[config.mk]
export PLATFORM = sky130hd
export DESIGN_NAME = mux2_rr_arbiter
export DESIGN_NICKNAME = d
export VERILOG_FILES = /design/src/rtl/mux2_rr_arbiter.sv
export SDC_FILE = /design/constraint.sdc
export NUM_CORES = 1
export LEC_CHECK = 0
export CAP_MARGIN = 40
export CORE_AREA = 2 2 40 42
export DETAILED_ROUTE_END_ITERATION = 16
export DIE_AREA = 0 0 42 44
export DONT_BUFFER_PORTS = 1
export GPL_ROUTABILITY_DRIVEN = 0
export PLACE_DENSITY = 0.78
export SLEW_MARGIN = 30
export SYNTH_ARGS = -nofsm -noshare
export SYNTH_HDL_FRONTEND = slang
export SYNTH_SLANG_ARGS = --single-unit
[constraint.sdc]
create_clock -name clk -period 1.6 [get_ports clk]
set_input_delay 0.08 -clock clk [delete_from_list [all_inputs] [get_ports clk]]
set_output_delay 0.08 -clock clk [all_outputs]
set_load 0.05 [all_outputs]
[src/rtl/mux2_rr_arbiter.sv]
// Packet-level round-robin arbiter in front of a shared 2:1 data-select path.
// Ownership is held until the owner's last beat, and beats pass through a one-entry output register.
module mux2_rr_arbiter #(
  parameter int DW = 8
) (
  input  logic          clk,
  input  logic          rst,
  input  logic          req0_valid,
  input  logic [DW-1:0] req0_data,
  input  logic          req0_last,
  output logic          req0_ready,
  input  logic          req1_valid,
  input  logic [DW-1:0] req1_data,
  input  logic          req1_last,
  output logic          req1_ready,
  output logic          out_valid,
  output logic [DW-1:0] out_data,
  output logic          out_last,
  input  logic          out_ready,
  output logic          sel,
  output logic          busy
);

  typedef enum logic [1:0] {
    IDLE   = 2'd0,
    GRANT0 = 2'd1,
    GRANT1 = 2'd2
  } state_e;

  state_e        state_q, state_d;
  logic          last_grant_q, last_grant_d;
  logic          sel_q, sel_d;
  logic          out_valid_q, out_valid_d;
  logic [DW-1:0] out_data_q, out_data_d;
  logic          out_last_q, out_last_d;

  logic          can_load;
  logic          xfer0, xfer1;

  // The output slot can take a beat when it is empty or is draining this cycle.
  assign can_load   = !out_valid_q || out_ready;
  assign req0_ready = (state_q == GRANT0) && can_load;
  assign req1_ready = (state_q == GRANT1) && can_load;
  assign xfer0      = req0_valid && req0_ready;
  assign xfer1      = req1_valid && req1_ready;

  always_comb begin
    state_d      = state_q;
    last_grant_d = last_grant_q;
    sel_d        = sel_q;
    case (state_q)
      IDLE: begin
        // On a tie, the requester that was not granted last time wins.
        if (req0_valid && (!req1_valid || last_grant_q)) begin
          state_d      = GRANT0;
          last_grant_d = 1'b0;
          sel_d        = 1'b0;
        end else if (req1_valid) begin
          state_d      = GRANT1;
          last_grant_d = 1'b1;
          sel_d        = 1'b1;
        end
      end
      GRANT0: if (xfer0 && req0_last) state_d = IDLE;
      GRANT1: if (xfer1 && req1_last) state_d = IDLE;
      default: state_d = IDLE;
    endcase
  end

  always_comb begin
    out_valid_d = out_valid_q;
    out_data_d  = out_data_q;
    out_last_d  = out_last_q;
    if (xfer0) begin
      out_valid_d = 1'b1;
      out_data_d  = req0_data;
      out_last_d  = req0_last;
    end else if (xfer1) begin
      out_valid_d = 1'b1;
      out_data_d  = req1_data;
      out_last_d  = req1_last;
    end else if (out_valid_q && out_ready) begin
      out_valid_d = 1'b0;
    end
  end

  // last_grant resets to 1 so requester 0 wins the first tie.
  always_ff @(posedge clk or posedge rst) begin
    if (rst) begin
      state_q      <= IDLE;
      last_grant_q <= 1'b1;
      sel_q        <= 1'b0;
      out_valid_q  <= 1'b0;
      out_data_q   <= '0;
      out_last_q   <= 1'b0;
    end else begin
      state_q      <= state_d;
      last_grant_q <= last_grant_d;
      sel_q        <= sel_d;
      out_valid_q  <= out_valid_d;
      out_data_q   <= out_data_d;
      out_last_q   <= out_last_d;
    end
  end

  assign out_valid = out_valid_q;
  assign out_data  = out_data_q;
  assign out_last  = out_last_q;
  assign sel       = sel_q;
  assign busy      = (state_q != IDLE);

endmodule

==> flow_summary.yaml <==
run_status:
  status: "complete, no violations"
final_layout:
  nets: 107
  area_growth_pct: 18.3
  diodes: 0
  final_util_pct: 66.2
  drive_gt1_share_pct: 39.8
  fillerInstances: 116
  final_cells: 99
drt:
  drc: 0
  via_per_inst: 5.89
  vias: 583
  first_iter_violations: 10
  antenna_left: 0
  first_pass_iters: 4
  wl_per_cell_microns: 16.7
  wirelength_microns: 1650
setup_path:
  r2r_slack_ns: 0.12
  crit_path_top_delay_cell: "dfrtp_1"
  critPathRequiredTime_ns: 1.52
  worstSetupEndpointType: "output port"
  crit_path_start_kind: "flip-flop"
  crit_arrival_ns: 1.43
  cpMostUsedCell: "buf_4"
  crit_path_max_fanout: 7
  worstSetupPathType: "reg -> out"
  max_stage_delay_ns: 0.43
  cp_cell_sequence: "buf_4 -> or2b_1 -> nor2_2 -> buf_4"
  worst_r2r_path_depth: 3
yosys:
  synthTopCellsByCount: "13 x dfrtp_1, 8 x mux2_2, 6 x mux2_4"
  synth_nets: 92
  synth_top_area_cell: "dfrtp_1"
  async_flop_share_pct: 100
  yosysMostFrequentCell: "dfrtp_1"
  synth_top_area_share_pct: 40.9
  yosysWarnings: 0
  syn_area_sq_um: 795
  yosys_register_bits: 14
  synth-main-ff-cell: "dfrtp_1"
  seq_area_frac_synth_pct: 44.3
  synth_area_leaders: "dfrtp_1 41%, mux2_2 11%, mux2_4 11%, dfstp_2 3.3%, a31oi_1 3.1%"
  syn_area_per_cell_sq_um: 11.5
  ys_types: 25
  synth_edf_count: 0
  post_synth_inst_count: 69
sta:
  post-route-period-util_pct: 94.4
  whs_ns: 0.00545
  slew_headroom_pct: 64.2
  max_freq_mhz: 662
  rsz0062_at_grt: "no"
  tns_ns: 0
  fin_worst_skew_ns: 0.00114
  min_period_ns: 1.51
  tightest_slew_ns: 0.536
  hold_viol: 0
  setup_violations: 0
  slew_violations: 0
floorplan:
  fp.dieW_microns: 42
  fp.dieH_microns: 44
  core-area_sq_um: 1420
  initial_core_util_pct: 56.0
  die_area_sq_um: 1850
  io_pins: 37
  row_count: 14
clocking:
  cts_tree: "done"
  cts_buffers: 3
  clkSlewWorstSetupHoldPaths_ns: 0.08
  cts.sinks: 14
  cts_root_buffer: "clkbuf_4"
  postCtsSetupRepairBufs: 0
  cts.htree.levels: 1
  clk_latency_ns: 0.28
  cts_buffer_depth: 2
pwr:
  power_leakage_nw: 0.429
  ir_drop_mv: 1.03
  power.total_mw: 2.31
  powerDensity_nw_per_um2: 2460
min_path:
  hp-class: "in -> reg"
  whs_path_depth: 2
flow_run:
  max_cap_viol_count: 0
placement:
  dpl.hpwl_microns: 1220
  io_buffers: 0
  dp_cells: 89
global_routing:
  grt_first_pass_wirelength_microns: 2680
  grt_overflow: 0
  track_usage_pct: 19.8
  antenna_found_initial: 0
  grt_pass1_vias: 614
  grt_max_degree: 15
==> what timing repair did <==
action	4_1_cts	5_1_grt
hold buffers	6	0
gates resized for setup	0	2
hold endpoints to repair	19	0
setup endpoints to repair	0	2
==> routing by layer <==
metal / global-route usage, % / part of all wire (%) / up-vias
met5: 0 / 0 / -
met4: 13.5 / 1.6 / 0
met3: 2.92 / 5.4 / 4
met2: 33.1 / 51 / 28
met1: 23.6 / 41 / 275
li1: - / - / 276
==> metrics by stage <==
| step | setup WS [ns] | instance area (sq um) |
|---|---|---|
| 2_1_floorplan | 0.0537 | 798 |
| 4_1_cts | 0.0420 | 937 |
| 3_3_place_gp | 0.178 | 851 |
| 3_5_place_dp | 0.113 | 851 |
| 5_1_grt | 0.0216 | 940 |
| 6_report | 0.0894 | 940 |
==> report_power, final <==
group / internal [mW] / switching [mW]
Combinational: 0.454 / 0.654
Clock: 0.0969 / 0.116
Sequential: 0.542 / 0.448
Total: 1.09 / 1.22
==> final cells by class <==
type	count	area [sq um]	area share [%]
Inverter	3	11.3	1.20
Sequential cell	14	353	37.5
Multi-Input combinational cell	47	402	42.7
Timing Repair Buffer	15	128	13.6
Tap cell	16	20.0	2.13
Clock buffer	4	26.3	2.80
==> flip-flops by register name, summed over array words and instances (netlist names) <==
signal and cells:
last_grant_q 1, out_data 8, out_last 1, out_valid 1, sel 1, state_q 2
==> worst max-delay path: cells and delay by family (launching register included) <==
kind / cells / cell delay [ns]
buf+inv: 2 / 0.37
simple gates: 2 / 0.35
flops: 1 / 0.43
==> placed cells by master, fill, tap and decap left out, types with 3 or more instances in the layout <==
| cell | synthesis | final |
|---|---|---|
| nor2_1 | 4 | 3 |
| buf_4 | 0 | 9 |
| clkbuf_4 | 0 | 3 |
| nor3_1 | 3 | 3 |
| dfrtp_1 | 13 | 12 |
| mux2_2 | 8 | 8 |
| dlygate4sd3_1 | 0 | 6 |
| a31oi_1 | 4 | 4 |
| mux2_4 | 6 | 6 |
| a21oi_1 | 4 | 4 |
==> final timing paths <==
path,start,endpoint
setup / recovery,state_q[0],req1_ready
hold / removal,req0_last,out_last
setup reg to reg,state_q[1],out_data[5]
hold reg to reg,last_grant_q,last_grant_q
max in group asynchronous,rst,out_valid
min in group asynchronous,rst,out_data[0]
==> logic make-up after synthesis <==
kind of cell,count (synthesis),share of synthesized area [%]
buf+inv,8,5.83
simple gates,21,16.5
flops,14,44.3
compound gates,12,10.7
mux,14,22.7
No activity file was read; power rests on OpenSTA's default activity.
